`config.mk`:
```
export PLATFORM = sky130hd
export DESIGN_NAME = fetch_sequencer
export DESIGN_NICKNAME = d
export VERILOG_FILES = /design/src/rtl/fetch_sequencer.sv
export SDC_FILE = /design/constraint.sdc
export NUM_CORES = 1
export LEC_CHECK = 0
export ABC_AREA = 1
export BUFFER_PORTS_ARGS = -buffer_cell sky130_fd_sc_hd__buf_2
export CAP_MARGIN = 20
export CORE_ASPECT_RATIO = 1.5
export CORE_MARGIN = 8
export CORE_UTILIZATION = 32
export DETAILED_ROUTE_END_ITERATION = 6
export PLACE_DENSITY_LB_ADDON = 0.25
export SYNTH_ARGS = -nofsm -noshare
export SYNTH_HDL_FRONTEND = slang
export SYNTH_SLANG_ARGS = --single-unit
export TNS_END_PERCENT = 1
```
`constraint.sdc`:
```
create_clock -name clk -period 3.1 [get_ports clk]
set_input_delay 0.465 -clock clk [delete_from_list [all_inputs] [get_ports clk]]
set_output_delay 0.465 -clock clk [all_outputs]
set_load 0.05 [all_outputs]
```
`src/rtl/fetch_sequencer.sv`:
```
// Instruction-fetch controller: owns the PC, issues reads to instruction memory,
// buffers words in a 2-entry queue for decode, and handles redirects and PC faults.
module fetch_sequencer #(
  parameter logic [31:0] RESET_PC   = 32'h0000_0000,
  parameter int unsigned IMEM_BYTES = 32
) (
  input  logic        clk,
  input  logic        reset_n,
  input  logic        fetch_en,
  output logic [31:0] imem_addr,
  input  logic [31:0] imem_data,
  input  logic        redirect_valid,
  input  logic [31:0] redirect_pc,
  output logic        out_valid,
  input  logic        out_ready,
  output logic [31:0] out_instr,
  output logic [31:0] out_pc,
  output logic        fault,
  output logic [31:0] fault_pc
);

  // state | meaning
  // RUN   | issuing fetches while enabled, legal and queue has room
  // FAULT | illegal PC seen; issue halted until redirect or reset
  typedef enum logic {RUN, FAULT} state_t;

  localparam logic [31:0] LAST_PC = 32'(IMEM_BYTES - 4);

  state_t      state_q, state_d;
  logic [31:0] pc;
  logic [1:0]  count;
  logic [31:0] head_instr, head_pc, tail_instr, tail_pc;
  logic        pc_legal, pop, room, issue, fault_entry;

  assign pc_legal    = (pc[1:0] == 2'b00) && (pc <= LAST_PC);
  assign out_valid   = (count != 2'd0);
  // A redirect suppresses both the pop and the issue of its cycle.
  assign pop         = out_valid && out_ready && !redirect_valid;
  assign room        = (count < 2'd2) || pop;
  assign issue       = (state_q == RUN) && fetch_en && !redirect_valid && pc_legal && room;
  assign fault_entry = (state_q == RUN) && fetch_en && !redirect_valid && !pc_legal;

  assign imem_addr = pc;
  assign out_instr = head_instr;
  assign out_pc    = head_pc;
  assign fault     = (state_q == FAULT);

  always_comb begin
    state_d = state_q;
    if (redirect_valid)   state_d = RUN;
    else if (fault_entry) state_d = FAULT;
  end

  always_ff @(posedge clk or negedge reset_n) begin
    if (!reset_n) state_q <= RUN;
    else          state_q <= state_d;
  end

  always_ff @(posedge clk or negedge reset_n) begin
    if (!reset_n) begin
      pc         <= RESET_PC;
      count      <= 2'd0;
      fault_pc   <= 32'd0;
      head_instr <= 32'd0;
      head_pc    <= 32'd0;
      tail_instr <= 32'd0;
      tail_pc    <= 32'd0;
    end else if (redirect_valid) begin
      pc    <= redirect_pc;
      count <= 2'd0;
    end else begin
      if (issue)       pc       <= pc + 32'd4;
      if (fault_entry) fault_pc <= pc;
      // Shift-form queue: head is always the oldest entry.
      case ({issue, pop})
        2'b10: begin
          if (count == 2'd0) begin
            head_instr <= imem_data;
            head_pc    <= pc;
          end else begin
            tail_instr <= imem_data;
            tail_pc    <= pc;
          end
          count <= count + 2'd1;
        end
        2'b01: begin
          head_instr <= tail_instr;
          head_pc    <= tail_pc;
          count      <= count - 2'd1;
        end
        2'b11: begin
          if (count == 2'd1) begin
            head_instr <= imem_data;
            head_pc    <= pc;
          end else begin
            head_instr <= tail_instr;
            head_pc    <= tail_pc;
            tail_instr <= imem_data;
            tail_pc    <= pc;
          end
        end
        default: ;
      endcase
    end
  end

endmodule

```
Yosys cells after proc, flatten, opt, wreduce, memory -nomap -nowiden. Cells that the tools add are included.

Bits of input ports: 69. Bits in registers: 195.

Bitwise operators: 2. Equal/unequal tests: 7. Add/subtract/negate cells: 3. Reduce and logical (&&, ||, !) cells: 22. Multiplexer cells: 18. Order comparisons: 2.

Operators with widths (count): $mux 32 (10); $pmux 32 s3 (2); $pmux 32 s2 (2); $add 32x3->32 const B (1); $le 32x5->1 const B (1); $logic_and 1x1->1 (8); $reduce_bool 2->1 (4); $ne 2x2->1 const B (3); $reduce_bool 3->1 (2); $eq 2x1->1 const B (2); $eq 2x2->1 const B (2); $logic_not 2->1 (2); $pmux 2 s2 (1); $reduce_and 4->1 (1); $reduce_and 3->1 (1); $add 2x1->2 const B (1); $logic_not 1->1 (2); $lt 2x2->1 const B (1); $mux 1 (2); $mux 2 (1); $not 1->1 (2); $reduce_and 2->1 (1); $sub 2x1->2 const B (1); $logic_or 1x1->1 (1).

Depth between registers and ports, before layout.
Depth after elaboration: 8. Mapped depth: 12. Mapped depth without buffers: 11.

Worst setup path after synthesis. Ideal clock, no wire load.

Path type: reg-to-reg. Start: register count[1]. End: register head_pc[21] (netlist: out_pc[21]). Setup slack: 0.974 ns. Arrival time: 1.999 ns. Path buffers: 3. Setup time: 0.127 ns. Cell stages (with the launch flop): 12. Cell sequence: dfrtp_1 > inv_1 > ha_1 > inv_2 > nand3_4 > a21oi_2 > buf_4 > nand4_4 > buf_2 > buf_6 > nand3_1 > nand3_1.

Longest elaborated chain between the ends: 8.

RTL lines: start: declaration (line 31) `logic [1:0] count;`; start signal: assignment (line 84) `count <= count + 2'd1;`; start signal: assignment (line 89) `count <= count - 2'd1;`; $reduce_bool 2->1 * (line 36) `assign out_valid = (count != 2'd0);`; net out_valid (line 14) `output logic out_valid,`; $logic_and 1x1->1 * (2 in series) (line 38) `assign pop = out_valid && out_ready && !redirect_valid;`; $logic_or 1x1->1 (line 39) `assign room = (count < 2'd2) || pop;`; $logic_and 1x1->1 (line 40) `assign issue = (state_q == RUN) && fetch_en && !redirect_valid && pc_legal && room;`; $eq 2x2->1 / $eq 2x1->1 (equally long branches) (line 75) `case ({issue, pop})`; $ne 2x2->1 (no line) / $reduce_bool 3->1 (equally long branches); $reduce_and 3->1 (no line); end signal: assignment (line 79) `head_pc <= pc;`; end signal: assignment (line 88) `head_pc <= tail_pc;`; end signal: assignment (line 94) `head_pc <= pc;`; end: declaration (line 32) `logic [31:0] head_instr, head_pc, tail_instr, tail_pc;`.

The timed path passes the listed nets; every way through them passes the cells marked *. A chain may end at the register's enable or synchronous reset.

Final worst setup path.
Start: register count[1]. End: register head_instr[4] (netlist: out_instr[4]).

Longest elaborated chain between the ends: 8.

RTL lines: $reduce_bool 2->1 (line 36); $logic_and 1x1->1 (2 in series) (line 38); $logic_or 1x1->1 (line 39); $logic_and 1x1->1 (line 40); $eq 2x2->1 / $eq 2x1->1 (equally long branches) (line 75); $ne 2x2->1 (no line) / $reduce_bool 3->1 (equally long branches); $reduce_and 3->1 (no line); end signal: assignment (line 78) `head_instr <= imem_data;`; end signal: assignment (line 87) `head_instr <= tail_instr;`; end signal: assignment (line 93) `head_instr <= imem_data;`; end: declaration (line 32).

Several ways; a longest one is shown, not always the timed one.

==> results.yml <==
timing:
  post-route-min-period_ns: 2.77
  fmax_ghz: 0.362
  hold_viol: 0
  rsz0062_at_grt: "no"
  finalMaxSlewViolations: 0
  slew_headroom: 0.366
  finalSetupViolCount: 0
  tightest_slew_ns: 0.951
  finalSetupTns_ns: 0
  hold_ws_ns: 0.0550
  skew_ns: 0.00977
  fin_crit_sh: 0.892
clock_tree:
  holdBufCountCts: 0
  ctsLongestPathBuffers: 2
  clock_sinks: 195
  clk_pin_slew_ns: 0.07
  cts_resized: 0
  h-tree-depth: 4
  clock_latency_ns: 0.45
  cts_setup_buffers: 0
  cts_buffers: 17
  root_buffer: "clkbuf_16"
  cts_tree: "done"
critical_path:
  slowest_delay_ns: 0.45
  crit_fanout: 37
  r2r-end: "out_instr[4]"
  path_cells: "inv_1 > ha_1 > inv_2 > nand3_4 > a21oi_4 > buf_4 > nand4_4 > nand2_4 > buf_4 > nand2_1 > nand2_1"
  r2r-start: "count[1]"
  crit_end: "out_instr[4]"
  r2r_slack_ns: 0.33
  crit_start: "count[1]"
  required_ns: 3.48
  path_depth: 11
  crit_type: "flop to flop"
  cp_top_family: "buffers and inverters"
  start_kind: "flop"
  critPathSlowestCell: "dfrtp_1"
  setup.worst_path.end_class: "flop"
  arrival_ns: 3.15
  r2r_cells: 11
  path_buf_inv: 4
job:
  drv_cap: 0
global_routing:
  grt-ovfl-total: 0
  busiest_layer: "met2"
  met3_usage: 0.0365
  antenna_found_initial: 0
  grt_use_met2: 0.298
  grt.total_usage: 0.169
  met1_usage: 0.197
  grt_pass1_vias: 8078
  grt_max_degree: 100
  grt_pass1_wl_um: 46000
power:
  p_sw_frac: 0.419
  intPower_w: 0.00475
  p_switching_w: 0.00343
  seq_power_share: 0.381
  power_frac_comb: 0.344
  powerDensity_mw_per_mm2: 721
  leakagePower_nw: 6.14
  clock_power_share: 0.275
  ir_worst_vdd_mv: 0.431
finish:
  multi_input_comb_area_mm2: 0.00377
  antenna_cells: 0
  layout.nets: 1336
  syn2layout_area_growth_pct: 21.5
  regArea_mm2: 0.00488
  fillers: 3013
  drive_gt1_frac: 0.265
floorplanning:
  die_x_um: 156
  core_area_mm2: 0.0287
  start_util: 0.325
  row_count: 76
  pin_count: 199
  die_area_mm2: 0.0350
  die_h_um: 225
synth:
  synth_area_leader_cell: "dfrtp_1"
  synth_warnings: 0
  synth_cells: 1098
  synthArstFlopShare: 1.00
  synth_area_mm2: 0.00934
  ys.flop_type: "dfrtp_1"
  syn-mean-instance-area_um2: 8.51
  synthTopCellsByArea: "dfrtp_1 52%, nand2_1 14%, mux2_2 7.6%, nand3_1 7.0%, inv_1 3.7%"
  yosys-top-cells-count: "352 x nand2_1, 195 x dfrtp_1, 131 x nand3_1"
  synth-seq-cells: 195
  synth-seq-area-share: 0.522
  synth_most_common_cell: "nand2_1"
  synth_top_area_frac: 0.522
  synth_edf_count: 0
  ys_types: 28
  synth_fp_nets: 1170
run_status:
  outcome: "complete, no violations"
place:
  gp_congestion: 0.739
  io_buffers: 198
  dpl.hpwl_um: 19100
routing:
  ant_nets: 0
  wl_um: 28900
  drc: 0
  wl_per_cell_um: 17.3
  drt_iter0_drc: 450
  firstDrtPassIters: 4
  vias: 7912
  routed_via_density: 4.75
hold_path:
  hp-class: "primary input to async pin"
## placed cells by master (no fill, tap or decap), types with 11 or more instances in the layout
master	count
inv_2	11
o21ai_0	58
inv_1	91
nand3_1	131
nand4_1	50
clkbuf_16	17
mux2_2	63
o21ai_1	32
dfrtp_1	195
nand2_1	352
buf_4	16
nor2_1	21
buf_2	197
## sequential cells by signal (all words and copies together), names as in the netlist
register	flops
count	2
tail_pc	32
fault	1
tail_instr	32
fault_pc	32
out_pc	32
out_instr	32
imem_addr	32
## cell families after synthesis
group | Yosys count | synth area share
AND/OR/NAND/NOR | 566 | 0.268
flip-flops | 195 | 0.522
buffers and inverters | 175 | 0.0767
AO/OA/AOI/OAI | 94 | 0.0516
multiplexers | 63 | 0.0759
adder cells (fa/ha/maj) | 3 | 0.00402
XOR/XNOR | 2 | 0.00188
## per-layer routing
| layer | routed length, um | vias up |
|---|---|---|
| li1 | - | 3907 |
| met5 | 0 | - |
| met3 | 1410 | 23 |
| met1 | 11900 | 3774 |
| met4 | 583 | 0 |
| met2 | 15000 | 208 |
## per-stage QoR
step / cell area (um2) / power [W] / setup slack (ns) / std cells / utilization
after floorplan: 9340 / 0.00520 / 0.974 / 1098 / -
after global placement: 10700 / 0.00600 / 0.424 / 1634 / 0.374
after detailed placement: 10700 / 0.00602 / 0.328 / 1634 / 0.374
after CTS: 11300 / 0.00831 / 0.307 / 1666 / 0.394
after global routing: 11300 / 0.00861 / 0.137 / 1667 / 0.395
final: 11300 / 0.00818 / 0.334 / 1667 / 0.395
## layout make-up
type | count | area share
repair buffers | 219 | 0.108
multi-input cells | 728 | 0.332
flip-flops and latches | 195 | 0.430
clock buffers | 19 | 0.0399
clock inverters | 13 | 0.0126
well taps | 390 | 0.0430
inverters | 103 | 0.0342
## power by group through the flow
stage	registers (W)	logic (W)	clock network (W)
6_report	0.00312	0.00281	0.00225
2_1_floorplan	0.00437	0.000834	0
3_5_place_dp	0.00317	0.00285	0
4_1_cts	0.00312	0.00285	0.00233
3_3_place_gp	0.00316	0.00284	0
5_1_grt	0.00316	0.00303	0.00242
## how the worst min path moves through the flow
stage               slack, ns  cells after the start          start       endpoint
finish                   0.05                      1        reset_n   fault_pc[30]
global route             0.09                      1        reset_n   imem_addr[1]
CTS                      0.06                      1        reset_n   fault_pc[30]
detailed placement       0.46                      2  out_instr[20]  out_instr[20]
global placement         0.45                      2   fault_pc[26]   fault_pc[26]
floorplan                0.17                      0        reset_n       count[0]
(Power assumes the default switching activity.)
